`src/rtl/fir_stream_engine.sv`:
```
// Purpose : streaming FIR filter (pTAP_NUM taps, one MAC per cycle) with bypass mode and run control.
// Latency : FIR output valid in the 12th cycle after input handshake (pTAP_NUM+1); bypass in the 1st.
// Backpressure: one sample in flight; input stalls (ss_tready=0) until the output has been accepted.
module fir_stream_engine #(
    parameter int pDATA_WIDTH = 32,
    parameter int pTAP_NUM    = 11,
    parameter int pTAP_AW     = 5
) (
    input  logic                   axis_clk,
    input  logic                   axis_rst,
    input  logic                   cfg_we,
    input  logic [pTAP_AW-1:0]     cfg_addr,
    input  logic [pDATA_WIDTH-1:0] cfg_wdata,
    input  logic                   cfg_mode,
    input  logic [4:0]             cfg_shift,
    input  logic                   ap_start,
    input  logic [15:0]            data_length,
    output logic                   ap_idle,
    output logic                   ap_done,
    input  logic                   ss_tvalid,
    output logic                   ss_tready,
    input  logic [pDATA_WIDTH-1:0] ss_tdata,
    input  logic                   ss_tlast,
    output logic                   sm_tvalid,
    input  logic                   sm_tready,
    output logic [pDATA_WIDTH-1:0] sm_tdata,
    output logic                   sm_tlast
);

    localparam int ACC_W = 2*pDATA_WIDTH + 5;
    localparam logic [pTAP_AW-1:0] LAST_IDX = pTAP_AW'(pTAP_NUM - 1);

    typedef enum logic [2:0] {S_IDLE, S_CLEAR, S_WAIT_IN, S_MAC, S_OUT, S_DONE} state_t;

    state_t                   state_q;
    logic [pDATA_WIDTH-1:0]   tap_q  [pTAP_NUM];
    logic [pDATA_WIDTH-1:0]   hist_q [pTAP_NUM];
    logic [pTAP_AW-1:0]       wptr_q, rptr_q, idx_q;
    logic [ACC_W-1:0]         acc_q;
    logic [15:0]              cnt_q, len_q;
    logic                     mode_q, last_q;
    logic [4:0]               shift_q;
    logic                     ap_idle_q, ap_done_q, ss_tready_q, sm_tvalid_q, sm_tlast_q;
    logic [pDATA_WIDTH-1:0]   sm_tdata_q;

    logic signed [2*pDATA_WIDTH-1:0] prod;
    logic signed [ACC_W-1:0]         acc_d, shifted;
    logic [pTAP_AW-1:0]              wptr_d, rptr_d;
    logic                            last_d;

    // Next-state datapath: one signed MAC step, output shift, circular pointer stepping.
    always_comb begin
        prod    = $signed(tap_q[idx_q]) * $signed(hist_q[rptr_q]);
        acc_d   = $signed(acc_q) + ACC_W'(prod);
        shifted = acc_d >>> shift_q;
        wptr_d  = (wptr_q == LAST_IDX) ? '0 : wptr_q + 1'b1;
        rptr_d  = (rptr_q == '0) ? LAST_IDX : rptr_q - 1'b1;
        last_d  = ss_tlast || ((cnt_q + 16'd1) == len_q);
    end

    // Control FSM with registered outputs, tap/history storage and accumulator.
    always_ff @(posedge axis_clk) begin
        if (axis_rst) begin
            state_q     <= S_IDLE;
            wptr_q      <= '0;
            rptr_q      <= '0;
            idx_q       <= '0;
            acc_q       <= '0;
            cnt_q       <= '0;
            len_q       <= '0;
            mode_q      <= 1'b0;
            last_q      <= 1'b0;
            shift_q     <= '0;
            ap_idle_q   <= 1'b1;
            ap_done_q   <= 1'b0;
            ss_tready_q <= 1'b0;
            sm_tvalid_q <= 1'b0;
            sm_tlast_q  <= 1'b0;
            sm_tdata_q  <= '0;
            for (int i = 0; i < pTAP_NUM; i++) begin
                tap_q[i]  <= '0;
                hist_q[i] <= '0;
            end
        end else begin
            // Taps are only writable between runs; out-of-range addresses are dropped.
            if (cfg_we && ap_idle_q && (32'(cfg_addr) < pTAP_NUM))
                tap_q[cfg_addr] <= cfg_wdata;

            case (state_q)
                S_IDLE: begin
                    if (ap_start) begin
                        mode_q    <= cfg_mode;
                        shift_q   <= cfg_shift;
                        len_q     <= data_length;
                        idx_q     <= '0;
                        wptr_q    <= '0;
                        cnt_q     <= '0;
                        ap_idle_q <= 1'b0;
                        state_q   <= S_CLEAR;
                    end
                end
                S_CLEAR: begin
                    hist_q[idx_q] <= '0;
                    if (idx_q == LAST_IDX) begin
                        idx_q <= '0;
                        if (len_q == 16'd0) begin
                            ap_done_q <= 1'b1;
                            state_q   <= S_DONE;
                        end else begin
                            ss_tready_q <= 1'b1;
                            state_q     <= S_WAIT_IN;
                        end
                    end else begin
                        idx_q <= idx_q + 1'b1;
                    end
                end
                S_WAIT_IN: begin
                    if (ss_tvalid) begin
                        hist_q[wptr_q] <= ss_tdata;
                        rptr_q         <= wptr_q;
                        wptr_q         <= wptr_d;
                        cnt_q          <= cnt_q + 16'd1;
                        last_q         <= last_d;
                        acc_q          <= '0;
                        idx_q          <= '0;
                        ss_tready_q    <= 1'b0;
                        if (mode_q) begin
                            sm_tvalid_q <= 1'b1;
                            sm_tdata_q  <= ss_tdata;
                            sm_tlast_q  <= last_d;
                            state_q     <= S_OUT;
                        end else begin
                            state_q <= S_MAC;
                        end
                    end
                end
                S_MAC: begin
                    // The final product is folded straight into the output register.
                    acc_q  <= acc_d;
                    rptr_q <= rptr_d;
                    if (idx_q == LAST_IDX) begin
                        sm_tvalid_q <= 1'b1;
                        sm_tdata_q  <= shifted[pDATA_WIDTH-1:0];
                        sm_tlast_q  <= last_q;
                        state_q     <= S_OUT;
                    end else begin
                        idx_q <= idx_q + 1'b1;
                    end
                end
                S_OUT: begin
                    if (sm_tready) begin
                        sm_tvalid_q <= 1'b0;
                        sm_tlast_q  <= 1'b0;
                        if (last_q) begin
                            ap_done_q <= 1'b1;
                            state_q   <= S_DONE;
                        end else begin
                            ss_tready_q <= 1'b1;
                            state_q     <= S_WAIT_IN;
                        end
                    end
                end
                S_DONE: begin
                    ap_done_q <= 1'b0;
                    ap_idle_q <= 1'b1;
                    state_q   <= S_IDLE;
                end
                default: state_q <= S_IDLE;
            endcase
        end
    end

    assign ap_idle   = ap_idle_q;
    assign ap_done   = ap_done_q;
    assign ss_tready = ss_tready_q;
    assign sm_tvalid = sm_tvalid_q;
    assign sm_tdata  = sm_tdata_q;
    assign sm_tlast  = sm_tlast_q;

endmodule

```
`config.mk`:
```
export PLATFORM = sky130hd
export DESIGN_NAME = fir_stream_engine
export DESIGN_NICKNAME = d
export VERILOG_FILES = /design/src/rtl/fir_stream_engine.sv
export SDC_FILE = /design/constraint.sdc
export NUM_CORES = 2
export LEC_CHECK = 0
export ABC_AREA = 1
export CAP_MARGIN = 20
export CORE_AREA = 8 8 547 334
export DETAILED_ROUTE_END_ITERATION = 10
export DIE_AREA = 0 0 555 342
export DONT_BUFFER_PORTS = 1
export PLACE_DENSITY = 0.7
export RECOVER_POWER = 100
export SYNTH_ARGS = -nofsm -noshare
export SYNTH_HDL_FRONTEND = slang
export SYNTH_SLANG_ARGS = --single-unit
```
`constraint.sdc`:
```
create_clock -name axis_clk -period 14.1 [get_ports axis_clk]
set_input_delay 2.82 -clock axis_clk [delete_from_list [all_inputs] [get_ports axis_clk]]
set_output_delay 2.82 -clock axis_clk [all_outputs]
set_load 0.01 [all_outputs]
```
After elaboration in Yosys (flattened, before gate mapping)
Memory sizes are Yosys's and may differ from the RTL's. A register that Yosys moved wholly into a read port is not among the register bits. Cells that the tools add are included.

Reductions and logical operators: 27. Shift operators: 1. $lt $le $gt $ge: 1. $add $sub $neg: 5. Equal/unequal tests: 19. Mux-type cells: 76. Multipliers: 1.

Operators with widths (number): $mux 32 (6); $pmux 69 s2 (1); $reduce_or 32->1 (3); $add 69x64->69 (1); $mux 69 (1); $sshr 69x5->32 (1); $mul 32x32->64 (1); $pmux 32 s2 (1); $mux 5 (8); $mux 1 (32); $mux 16 (2); $pmux 16 s2 (1); $mux 4 (7); $mux 3 (8); $ne 2x2->1 const B (11); $pmux 5 s2 (2); $pmux 5 s4 (1); $add 16x1->16 const B (1); $eq 16x16->1 (1); $logic_not 16->1 (1); $pmux 3 s5 (1); $reduce_and 5->1 (3); $pmux 1 s3 (4); $add 5x1->5 const B (2); other kinds (18) (30).

Bits in writable memories: 704. Memories: 2. Bits of input ports: 98. Logic and storage cells: 148. Register bits after elaboration: 163. Output and inout port bits: 37.

Memory list: hist_q (depth 11, width 32, read ports 1, clocked after Yosys merged registers in 1, write ports 11, line 37) `logic [pDATA_WIDTH-1:0] hist_q [pTAP_NUM];`; tap_q (depth 11, width 32, read ports 1, clocked after Yosys merged registers in 1, write ports 11, line 36) `logic [pDATA_WIDTH-1:0] tap_q [pTAP_NUM];`.

Longest topological paths before layout
Word-level depth: 7. Gate-level depth with buffers: 49. Depth with buffers taken out: 45.

Worst setup path before layout
Ideal clock, no wire load.

Path type: flip-flop to flip-flop. Start point: reg with a tool-made name. End point: reg sm_tdata_q[29] (netlist: sm_tdata[29]). Path slack: 5.053 ns. Required time: 13.968 ns. Buffers on the path: 4. Arrival: 8.915 ns. Period minus slack after synthesis: 9.047 ns. Library setup time: 0.132 ns. Cell stages (with the launch flop): 42. Cell sequence: dfxtp_1 > buf_4 > inv_2 > buf_2 > buf_2 > buf_1 > nor2_1 > o221ai_1 > nand3_1 > nand2_1 > nand2_1 > fa_1 > inv_1 > fa_1 > fa_1 > inv_1 > fa_1 > inv_1 > [6 not listed] > ha_1 > nand2_1 > nor2_1 > inv_1 > nor2_1 > nand2_1 > nor2_1 > nand2_1 > nand3_1 > nand2_1 > nand3_1 > nand3_1 > nand3_1 > nand3_1 > nand3_1 > nand3_1 > nand2_1 > a21oi_1.

RTL lines: to (signal assigned) (line 129) `sm_tdata_q <= ss_tdata;`; to (signal assigned) (line 143) `sm_tdata_q <= shifted[pDATA_WIDTH-1:0];`; to (decl) (line 44) `logic [pDATA_WIDTH-1:0] sm_tdata_q;`.

==> metrics.md <==
| Metric | Value |
|---|---|
| H-tree depth | `3` |
| CTS clk-pin slew, worst paths | `0.07 ns` |
| Hold EP | `tap_q[10][20]$_SDFFE_PP0P_` |
| Critical-path top delay cell | `clkbuf_1` |
| Yosys reg bits | `1189` |
| Most common flop cell mapped by yosys | `edfxtp_1` |
| Remaining global-route overflow | `0` |
| Final Setup Violations | `0` |
| # fillers | `15260` |
| Via count | `76390` |
| Post-cts sizing count | `0` |
| RR Endpoint | `sm_tdata[15]$_SDFFE_PP0P_` |
| IO Port Bufs | `0` |
| Compound-Gate Fraction of Synth Area | `0.07903` |
| Initial antenna violation count | `19` |
| Routed Wire Length | `312400 um` |
| Final core occ | `0.5821` |
| # rows | `119` |
| Deepest clock path buffer count | `3` |
| Tcrit/Tclk final | `0.9530` |
| Storage element area | `33440 um2` |
| Largest net degree at the start of global routing | `231` |
| Initial Util | `0.5464` |
| Synth Area per Inst | `8.780 um2` |
| Sinks on the clock net | `1189` |
| RSZ-0062 raised after global routing | `false` |
| Cell count after synthesis | `10850` |
| Routed length per instance | `23.75 um` |
| Die footprint | `189800 um2` |
| Cell area after synthesis | `95260 um2` |
| Nets | `12200` |
| Synth area leaders | `edfxtp_1 (30%), fa_1 (25%), nand2_1 (8.7%)` |
| Root buffer cell | `clkbuf_16` |
| R2R depth | `37` |
| CP Capture Type | `flop` |
| DR iter-0 viols | `11240` |
| Synth Warn # | `0` |
| Residual DRC | `0` |
| Worst slew pin tran | `3.863 ns` |
| Synth Area in Adders | `0.2806` |
| Slew Limit Fails | `1581` |
| Layout cells sized above 1 | `0.03489` |
| Vias in the first global route | `74960` |
| Width of the die | `555 um` |
| Multi-input combinational cell area | `51820 um2` |
| Latest clock arrival within the worst-skew pair | `0.79 ns` |
| Post-synth cell types | `50` |
| Worst slew margin | `-1.575` |
| Core area | `174400 um2` |
| Syn-to-layout area delta | `6.545%` |
| WHS | `0.4599 ns` |
| Failing checks | `max-capacitance violations, max-slew violations` |
| Status | `finished, violations left` |
| Post-synthesis sequential area ratio | `0.3507` |
| CP required | `14.80 ns` |
| Post-Synth Simple-Gate Area | `0.1739` |
| Worst min-delay path startpoint | `tap_q[10][20]$_SDFFE_PP0P_` |
| Post-synth EDFFs | `960` |
| Synth area leader | `edfxtp_1` |
| Inserted Clock Buffers | `112` |
| Largest family of logic cells by synthesized area | `adder cells` |
| Final GP Congestion | `1.039` |
| Ys async rst share | `0` |
| Post-CTS setup buffers | `0` |
| Setup tns final | `0 ns` |
| Hold path depth | `2` |
| Final Hold Vio Count | `0` |
| Slowest cell delay on critical path | `1.17 ns` |
| Tmin final | `13.44 ns` |
| Die Y | `342 um` |
| Gr usage total | `0.3274` |
| XOR/XNOR share of the synthesized area | `0.003953` |
| Ports | `135` |
| WS Path Type | `reg -> reg` |
| CTS Hold Buffers Added | `0` |
| Setup Skew | `0.08990 ns` |
| Synth top area share | `0.3026` |
| Max FO, Critical Path | `230` |
| Post-DRT Antenna Nets | `0` |
| Critical Path AT | `14.14 ns` |
| Worst R2R Setup Slack | `0.66 ns` |
| Post-DP HPWL | `235600 um` |
| Highest clock rate | `74.42 MHz` |
| Mux contribution to synthesized area | `0.0003152` |
| Max Cap Violations | `51` |
| TritonCTS clock tree | `yes` |
| First-pass GRT wire length | `470200 um` |
| Crit path launch type | `flop` |
| Pre-Repair DR Iteration Count | `6` |
| Hold WC Path Type | `reg -> reg` |
| Routed vias/inst | `5.807` |
## logic make-up after synthesis
logic type      Yosys count
compound gates         1296
xor+xnor                 43
buf+inv                2756
fa+ha+maj              1418
flops                  1189
other cells               1
simple gates           4144
mux                       3
## synthesized netlist by cell type, types with 4 or more instances
master and instances:
a211oi_1 5, buf_4 4, or2_2 12, xnor2_1 19
buf_1 51, o221ai_1 174, edfxtp_1 960, a31oi_1 4
ha_1 221, buf_2 208, o22ai_1 64, nor3_2 4
o21ai_0 613, o21ai_1 24, nand4_1 29, nand3_1 578
nor2_2 5, nor3_1 20, nor2_4 4, o211ai_1 87
clkinv_1 19, dfxtp_1 229, nor4_1 8, inv_2 13
fa_1 1197, nand2_1 2200, clkbuf_1 364, xor2_1 24
nor2_1 1269, inv_1 2096, a21oi_1 311
## per-layer routing
metal	GRT usage	vias to the layer above	routed length, um
met2	0.4181	5246	117400
li1	-	33250	-
met3	0.1279	534	51570
met1	0.5090	37340	134200
met4	0.08524	16	8855
met5	0.008099	-	352
## placed cells by master (no fill, tap or decap), types with 14 or more instances in the layout
| cell | Yosys | routed |
|---|---|---|
| o21ai_1 | 24 | 16 |
| clkinv_2 | 0 | 14 |
| clkinv_1 | 19 | 24 |
| o211ai_1 | 87 | 87 |
| fa_1 | 1197 | 1197 |
| clkbuf_1 | 364 | 84 |
| conb_1 | 1 | 160 |
| nand2_2 | 3 | 17 |
| o221ai_1 | 174 | 174 |
| nor3_1 | 20 | 21 |
| o22ai_1 | 64 | 68 |
| dfxtp_1 | 229 | 220 |
| clkbuf_8 | 0 | 23 |
| nand4_1 | 29 | 29 |
| buf_4 | 4 | 121 |
| inv_1 | 2096 | 2095 |
| ha_1 | 221 | 221 |
| nand3_1 | 578 | 579 |
| xnor2_1 | 19 | 19 |
| edfxtp_1 | 960 | 960 |
| a21oi_1 | 311 | 311 |
| clkbuf_16 | 0 | 112 |
| diode_2 | 0 | 17 |
| nand2_1 | 2200 | 2186 |
| xor2_1 | 24 | 24 |
| o21ai_0 | 613 | 621 |
| nor2_1 | 1269 | 1268 |
## sequential cells by signal, summed over array words and instances, names as in the netlist, named ones only
name       cells
idx_q          5
sm_tlast       1
ap_done        1
mode_q         1
sm_tdata      32
len_q         16
ss_tready      1
last_q         1
sm_tvalid      1
rptr_q         5
wptr_q         5
acc_q         63
state_q        3
cnt_q         16
shift_q        5
tap_q        512
hist_q       512
ap_idle        1
## how the worst max path moves through the flow
stage	startpoint	endpoint	slack, ns	cells past startpoint
after global routing	flop	sm_tdata[15]$_SDFFE_PP0P_	0.54	37
after global placement	flop	sm_tdata[26]$_SDFFE_PP0P_	1.48	37
after detailed placement	flop	sm_tdata[26]$_SDFFE_PP0P_	1.66	37
after CTS	flop	sm_tdata[26]$_SDFFE_PP0P_	1.57	37
after floorplan	flop	sm_tdata[29]$_SDFFE_PP0P_	5.05	41
final	flop	sm_tdata[15]$_SDFFE_PP0P_	0.66	37
## through the flow
step           std cells  setup WS [ns]  area [um2]
3_5_place_dp       12920          1.658       97830
2_1_floorplan      11010          5.053       95860
6_report           13150         0.6623      101500
5_1_grt            13140         0.5380      101500
3_3_place_gp       12920          1.483       97750
4_1_cts            13130          1.565      101700
## critical path: cells and delay by family (launching register included)
kind | cells | cell delay (ns)
compound gates | 5 | 1.15
flops | 1 | 1.00
simple gates | 15 | 3.95
fa+ha+maj | 9 | 4.68
buf+inv | 8 | 2.11
## final cells by class
type,count,share of cell area
flip-flops and latches,1189,0.3294
diodes,17,0.0004191
inverters,2128,0.07884
clock inverters,43,0.005831
multi-input cells,7064,0.5106
repair buffers,184,0.01382
clock buffers,170,0.03203
well taps,2359,0.02908
Power is left out: the tool's default activity adds up to more than one toggle a clock period on the data nets, which glitch-free logic cannot reach.
